### config.mk
export PLATFORM = sky130hd
export DESIGN_NAME = avaliador_jogada
export DESIGN_NICKNAME = d
export VERILOG_FILES = /design/src/rtl/avaliador_jogada.sv
export SDC_FILE = /design/constraint.sdc
export NUM_CORES = 1
export LEC_CHECK = 0
export CAP_MARGIN = 20
export CORE_MARGIN = 5
export CORE_UTILIZATION = 41
export DETAILED_ROUTE_END_ITERATION = 8
export DONT_BUFFER_PORTS = 1
export PLACE_DENSITY = 0.55
export SLEW_MARGIN = 15
export SYNTH_ARGS = -nofsm -noshare
export SYNTH_HDL_FRONTEND = slang
export SYNTH_SLANG_ARGS = --single-unit
### constraint.sdc
create_clock -name clock -period 2.3 [get_ports clock]
set_input_delay 0.23 -clock clock [delete_from_list [all_inputs] [get_ports clock]]
set_output_delay 0.23 -clock clock [all_outputs]
set_load 0.05 [all_outputs]
### src/rtl/avaliador_jogada.sv
// Round evaluator: walks each round note by note, counts errors, and feeds the score calculator.
// Optional PENALIDADE_TEMPO_EN adds a per-note timeout that counts a missing note as an error.
module avaliador_jogada #(
    parameter logic [3:0] ULTIMA_RODADA  = 4'hF,
    parameter logic [7:0] ERROS_MAX      = 8'hFF,
    parameter int         TIMEOUT_CICLOS = 1000
) (
    input  logic       clock,
    input  logic       reset_n,
    input  logic       iniciar,
    input  logic       nota_valida,
    input  logic [3:0] nota_tocada,
    input  logic [3:0] nota_esperada,
    input  logic [7:0] pontos_calc,
    output logic [3:0] indice,
    output logic [3:0] rodada,
    output logic [7:0] erros,
    output logic [7:0] pontos_in,
    output logic       calcular,
    output logic       rodada_fim,
    output logic       jogo_fim,
    output logic       ocupado
);

    typedef enum logic [2:0] {
        OCIOSO,
        ESPERA_NOTA,
        CALCULA,
        REGISTRA,
        FIM
    } estado_t;

    estado_t    estado_q, estado_d;
    logic [3:0] indice_q, indice_d;
    logic [3:0] rodada_q, rodada_d;
    logic [7:0] erros_q, erros_d;
    logic [7:0] pontos_q, pontos_d;
    logic       calcular_q, calcular_d;
    logic       rodada_fim_q, rodada_fim_d;
    logic       jogo_fim_q, jogo_fim_d;
    logic       ocupado_q, ocupado_d;
    logic       estouro;
    logic       nota_evt;
    logic       erro_evt;

`ifdef PENALIDADE_TEMPO_EN
    localparam int TW = (TIMEOUT_CICLOS > 1) ? $clog2(TIMEOUT_CICLOS) : 1;

    logic [TW-1:0] tempo_q, tempo_d;

    assign estouro = (estado_q == ESPERA_NOTA) && !nota_valida &&
                     (tempo_q == TW'(TIMEOUT_CICLOS - 1));

    // Timer only runs while waiting in ESPERA_NOTA; any note or state change restarts it
    always_comb begin
        tempo_d = tempo_q + TW'(1);
        if (estado_q != ESPERA_NOTA || estado_d != estado_q ||
            nota_valida || estouro) begin
            tempo_d = '0;
        end
    end

    always_ff @(posedge clock or negedge reset_n) begin
        if (!reset_n) begin
            tempo_q <= '0;
        end else begin
            tempo_q <= tempo_d;
        end
    end
`else
    assign estouro = 1'b0;
`endif

    assign nota_evt = nota_valida || estouro;
    assign erro_evt = (nota_valida && (nota_tocada != nota_esperada)) || estouro;

    always_comb begin
        estado_d = estado_q;
        indice_d = indice_q;
        rodada_d = rodada_q;
        erros_d  = erros_q;
        pontos_d = pontos_q;
        unique case (estado_q)
            OCIOSO, FIM: begin
                if (iniciar) begin
                    estado_d = ESPERA_NOTA;
                    indice_d = '0;
                    rodada_d = '0;
                    erros_d  = '0;
                    pontos_d = '0;
                end
            end
            ESPERA_NOTA: begin
                if (nota_evt) begin
                    if (erro_evt && erros_q != ERROS_MAX) begin
                        erros_d = erros_q + 8'd1;
                    end
                    if (indice_q == rodada_q) begin
                        estado_d = CALCULA;
                    end else begin
                        indice_d = indice_q + 4'd1;
                    end
                end
            end
            CALCULA: begin
                estado_d = REGISTRA;
                pontos_d = pontos_calc;
            end
            REGISTRA: begin
                if (rodada_q == ULTIMA_RODADA) begin
                    estado_d = FIM;
                end else begin
                    estado_d = ESPERA_NOTA;
                    rodada_d = rodada_q + 4'd1;
                    erros_d  = '0;
                    indice_d = '0;
                end
            end
            default: estado_d = OCIOSO;
        endcase
    end

    // Status flags are decoded from the next state so they are registered with it
    always_comb begin
        calcular_d   = (estado_d == CALCULA);
        rodada_fim_d = (estado_d == REGISTRA);
        jogo_fim_d   = (estado_d == FIM);
        ocupado_d    = (estado_d != OCIOSO) && (estado_d != FIM);
    end

    always_ff @(posedge clock or negedge reset_n) begin
        if (!reset_n) begin
            estado_q     <= OCIOSO;
            indice_q     <= '0;
            rodada_q     <= '0;
            erros_q      <= '0;
            pontos_q     <= '0;
            calcular_q   <= 1'b0;
            rodada_fim_q <= 1'b0;
            jogo_fim_q   <= 1'b0;
            ocupado_q    <= 1'b0;
        end else begin
            estado_q     <= estado_d;
            indice_q     <= indice_d;
            rodada_q     <= rodada_d;
            erros_q      <= erros_d;
            pontos_q     <= pontos_d;
            calcular_q   <= calcular_d;
            rodada_fim_q <= rodada_fim_d;
            jogo_fim_q   <= jogo_fim_d;
            ocupado_q    <= ocupado_d;
        end
    end

    assign indice     = indice_q;
    assign rodada     = rodada_q;
    assign erros      = erros_q;
    assign pontos_in  = pontos_q;
    assign calcular   = calcular_q;
    assign rodada_fim = rodada_fim_q;
    assign jogo_fim   = jogo_fim_q;
    assign ocupado    = ocupado_q;

endmodule
Word-level counts from Yosys, hierarchy flattened
Cells that the tools add are included.

cells by class
  eq/ne operators = 17
  shift operators = 0
  divide/modulo/power cells = 0
  reduce and logical (&&, ||, !) cells = 13
  $mul = 0
  mux-type cells = 18
  bitwise operators = 0
  magnitude comparators = 0
  add/sub/neg operators = 3

operators with widths
  operator                                                               number
  8-bit 2-to-1 mux                                                       4
  8-bit case mux with 3 select lines                                     1
  4-bit 2-to-1 mux                                                       5
  8-bit case mux with 2 select lines                                     1
  3-bit by 2-bit equality test with 1-bit output, second input constant  4
  3-bit 2-to-1 mux                                                       4
  3-bit case mux with 4 select lines                                     1
  4-bit case mux with 3 select lines                                     1
  2-bit inequality test, second input constant                           5
  5-bit AND reduction                                                    2
  4-bit by 1-bit adder with 4-bit output, second input constant          2
  8-bit by 1-bit adder with 8-bit output, second input constant          1
  8-bit inequality test, second input constant                           1
  4-bit case mux with 2 select lines                                     1
  3-bit equality test, second input constant                             2
  3-bit nonzero test                                                     2
  4-bit equality test                                                    1
  4-bit equality test, second input constant                             1
  4-bit inequality test                                                  1
  2-bit nonzero test                                                     2
  3-bit by 1-bit equality test with 1-bit output, second input constant  1
  1-bit logical AND                                                      3
  3-bit logical NOT                                                      1
  3-bit inequality test, second input constant                           1
  3 further kinds                                                        3

storage, ports and cells
  latch bits = 0
  input port bits = 20
  bits in writable memories = 0
  bits in read-only memories = 0
  logic and storage cells = 60
  output and inout port bits = 28
  register bits = 31
  memories kept = 0

Logic depth before layout (Yosys ltp)
  depth in word-level cells = 6
  mapped depth = 7
  gate-level depth less buffers = 6

Least setup slack after synthesis
Ideal clock, no wire load.

  kind = register -> register
  start = reg rodada_q[1] (netlist: rodada[1])
  end = reg ocupado_q (netlist: ocupado)
  required time = 2.169 ns
  path buffers = 1
  clock period less this slack = 2.053 ns
  arrival time = 1.922 ns
  setup time = 0.131 ns
  path slack = 0.247 ns
  cell stages (with the launch flop) = 7
  cells stage by stage = dfrtp_1 -> ha_1 -> nand3_1 -> nor2b_4 -> or2_1 -> buf_2 -> or3_1

between the ends
  word-level cells in the longest chain between the ends = 6
  elaborated cells between the ends (all ways) = 9
  classes of those cells = 3 x eq/ne; 4 x mux; 2 x reduce/logical

ends and longest elaborated chain
  item                                                         RTL line  text
  start: declaration                                           35        logic [3:0] rodada_q, rodada_d;
  start signal: assignment                                     145       rodada_q <= rodada_d;
  4-bit equality test                                          98        if (indice_q == rodada_q) begin
  3-bit 2-to-1 mux                                             98
  3-bit 2-to-1 mux                                             94        if (nota_evt) begin
  3-bit case mux with 4 select lines (*)                       83        unique case (estado_q)
  3-bit inequality test or 3-bit nonzero test (tied branches)  128       ocupado_d = (estado_d != OCIOSO) && (estado_d != FIM);
  1-bit logical AND (*)                                        128
  via ocupado_d                                                41        logic ocupado_q, ocupado_d;
  end signal: assignment                                       151       ocupado_q <= ocupado_d;
  end: declaration                                             41

Mark *: on every way through the listed nets, which the timed path passes. The rest lies on a longest branch.
A chain may end at the register's enable or synchronous reset.

Final worst setup path
  start = reg erros_q[6] (netlist: erros[6])
  end = reg erros_q[2] (netlist: erros[2])

between the ends
  word-level cells in the longest chain between the ends = 4

ends and longest elaborated chain
  item                             RTL line  text
  start: declaration               36        logic [7:0] erros_q, erros_d;
  start signal: assignment         146       erros_q <= erros_d;
  8-bit inequality test            95        if (erro_evt && erros_q != ERROS_MAX) begin
  1-bit logical AND                95
  2-bit inequality test (no line)  -
  5-bit AND reduction (no line)    -

Every way passes these cells.

==> impl_metrics.toml <==
[status]
status = "completed"

[yosys]
syn-instance-count = 136
yosysTopAreaCellShare_pct = 50.1
synth.avg_cell_area_um2 = 11.4
synth_nets = 159
synth_area_leader_cell = "dfrtp_1"
yosysSeqAreaShare_pct = 50.1
ys_warn_count = 0
ys_types = 42
synth.area.top_cells = "dfrtp_1, xor2_1, a22o_1"
async_flop_share_pct = 100
yosys.cell_count.top_type = "dfrtp_1"
ys_ff_latch = 31
synth_top_flop_cell = "dfrtp_1"
synth_commonest_cells = "dfrtp_1, nor2_1, nand2_1, xor2_1, a22o_1"
synth-edff-count = 0
synth_area_um2 = 1550

[floorplan]
core_um2 = 3660
fp-row-count = 22
fp.dieH_um = 71.4
die_area_um2 = 5100
die_x_um = 71.4
initial_utilization_pct = 42.3
ios = 48

[placed_design]
io_buffers = 0
hpwl_um = 2470
dp_cells = 196
gp_congestion = 0.805

[timing]
rsz0062_at_grt = "false"
max_slew.worst_pin.slew_ns = 0.637
hold_viol = 0
clock_skew_ns = 0.00387
slew_headroom_pct = 57.2
drv_slew = 0
layout_min_cycle_time_ns = 1.78
setup_viol_count_final = 0
hold_ws_ns = 0.0929
timing.fmax_ghz = 0.563
timing.setup.tns_ns = 0
finalCritPeriodShare_pct = 77.3

[global_route]
grt_pass1_vias = 1192
grt.overflow.total = 0
antenna_found_initial = 0
grt_max_degree = 32
gr-usage-all-layers_pct = 14.8
grt_pass1_wl_um = 5930

[critical_path]
rr_endpoint = "erros[2]$_DFFE_PN0P_"
crit_buf_inv = 1
startpoint_type = "register"
critPathTopFamily = "flip-flops"
crit_fanout = 6
cp.arrival_ns = 1.95
critical_path_class = "reg2reg"
regToRegSetupSlack_ns = 0.52
cpPeakStageDelay_ns = 0.58
r2r-start = "erros[6]$_DFFE_PN0P_"
r2r_cells = 6
path_cells = "nand4_1, o21ai_1, buf_4, nor3_2, a21oi_1, a21o_1"
end_kind = "register"
crit_required_ns = 2.47
cpMaxStageDelayCell = "dfrtp_1"

[routing]
via_count = 1104
ant_nets = 0
vias_per_cell = 5.41
drtPass1Iterations = 4
drt_iter0_drc = 39
routed_wl_um = 3400
route.detailed.drc = 0
wl_per_cell_um = 16.7

[clock_tree]
clk_latency_ns = 0.28
cts_tree = "built"
cts_resized = 0
numCtsBuffers = 5
holdBufCountCts = 2
cts.clk_slew.worst_paths_ns = 0.06
clock-sinks = 31
cts_root_buf = "clkbuf_8"
htreeDepth = 2
postCtsSetupRepairBufs = 0
clockBufferDepth = 2

[hold_path]
hold_end = "pontos_in[6]$_DFFE_PN0P_"
min_from = "pontos_calc[6]"
hold_depth = 1
hold_path_class = "in2reg"

[finish]
stdcell_count = 204
drive_above_1_share_pct = 19.9
antennaDiodeCount = 0
layout.nets = 180
area_growth_pct = 16.8
nFillCells = 335

[power]
p_leak_nw = 0.835
peakVddDrop_mv = 0.626
power.density_nw_per_um2 = 1310

[run]
maxCapViolations = 0
-- layout make-up --
type                            instances  area [µm²]  area share (%)
Clock buffer                            6        72.6            4.01
Multi-Input combinational cell        101         753            41.7
Tap cell                               48        60.1            3.32
Sequential cell                        31         776            42.9
Timing Repair Buffer                   17         143            7.89
Inverter                                1        3.75           0.208
-- report_power, final --
group | leakage [nW] | switching, mW | total (mW) | internal, mW
logic | 0.381 | 0.527 | 0.822 | 0.295
clock network | 0.0371 | 0.181 | 0.382 | 0.201
registers | 0.417 | 0.464 | 1.16 | 0.693
-- metrics by stage --
stage	cell area [µm²]	util, %	setup slack, ns	total power [mW]
2_1_floorplan	1550	-	0.247	1.77
3_3_place_gp	1710	46.6	0.569	1.96
3_5_place_dp	1710	46.6	0.528	1.99
4_1_cts	1810	49.4	0.516	2.41
5_1_grt	1810	49.4	0.380	2.53
6_report	1810	49.4	0.523	2.36
-- kinds of logic (layout without fill, tap and decap cells) --
logic type      count (synthesis)  count (layout)  share of synthesized area (%)
buf+inv                         4              24                           1.21
flops                          31              31                           50.1
fa+ha+maj                       3               3                           2.43
mux                             1               1                          0.728
xor+xnor                       16              16                           9.05
compound gates                 24              24                           11.9
simple gates                   57              57                           24.6
-- worst reg2reg max path, stage by stage, from the launching register on --
cell	delay, ns
dfrtp_1	0.58
nand4_1	0.23
o21ai_1	0.09
buf_4	0.17
nor3_2	0.32
a21oi_1	0.12
a21o_1	0.18
-- how the worst max path moves through the flow --
| stage | cells past startpoint | slack [ns] | endpoint | startpoint |
|---|---|---|---|---|
| after CTS | 5 | 0.52 | ocupado$_DFF_PN0_ | rodada[1]$_DFFE_PN0P_ |
| after global routing | 6 | 0.38 | erros[2]$_DFFE_PN0P_ | erros[6]$_DFFE_PN0P_ |
| after global placement | 6 | 0.57 | erros[2]$_DFFE_PN0P_ | erros[6]$_DFFE_PN0P_ |
| final | 6 | 0.52 | erros[2]$_DFFE_PN0P_ | erros[6]$_DFFE_PN0P_ |
| after floorplan | 6 | 0.25 | ocupado$_DFF_PN0_ | rodada[1]$_DFFE_PN0P_ |
| after detailed placement | 5 | 0.53 | ocupado$_DFF_PN0_ | rodada[1]$_DFFE_PN0P_ |
-- registers in the layout, summed over array words and instances (netlist names) --
signal,flops
pontos_in,8
indice,4
calcular,1
estado_q,3
erros,8
rodada,4
ocupado,1
jogo_fim,1
rodada_fim,1
-- cells in the final DEF (no fill, tap or decap), types with 2 or more instances in the layout --
| cell | netlist | layout |
|---|---|---|
| dfrtp_1 | 31 | 31 |
| buf_4 | 0 | 15 |
| nor2_1 | 12 | 12 |
| xor2_1 | 9 | 9 |
| nand2_1 | 9 | 9 |
| a22o_1 | 8 | 8 |
| xnor2_1 | 7 | 7 |
| nand3_1 | 6 | 6 |
| o21ai_0 | 5 | 5 |
| clkbuf_8 | 0 | 5 |
| a21oi_1 | 3 | 3 |
| nand4_1 | 3 | 3 |
| a21o_1 | 3 | 3 |
| nor4_1 | 3 | 3 |
| ha_1 | 3 | 3 |
| nor2b_1 | 2 | 2 |
| or2_1 | 2 | 2 |
| and3_1 | 2 | 2 |
-- layer usage --
layer / vias up / wire (µm) / GRT usage (%)
met5: - / 0 / 0
met4: 0 / 54 / 5.64
met3: 6 / 251 / 5.89
met2: 36 / 1620 / 24.3
met1: 530 / 1480 / 17.5
li1: 532 / - / -
Power figures use the tool's default switching activity.
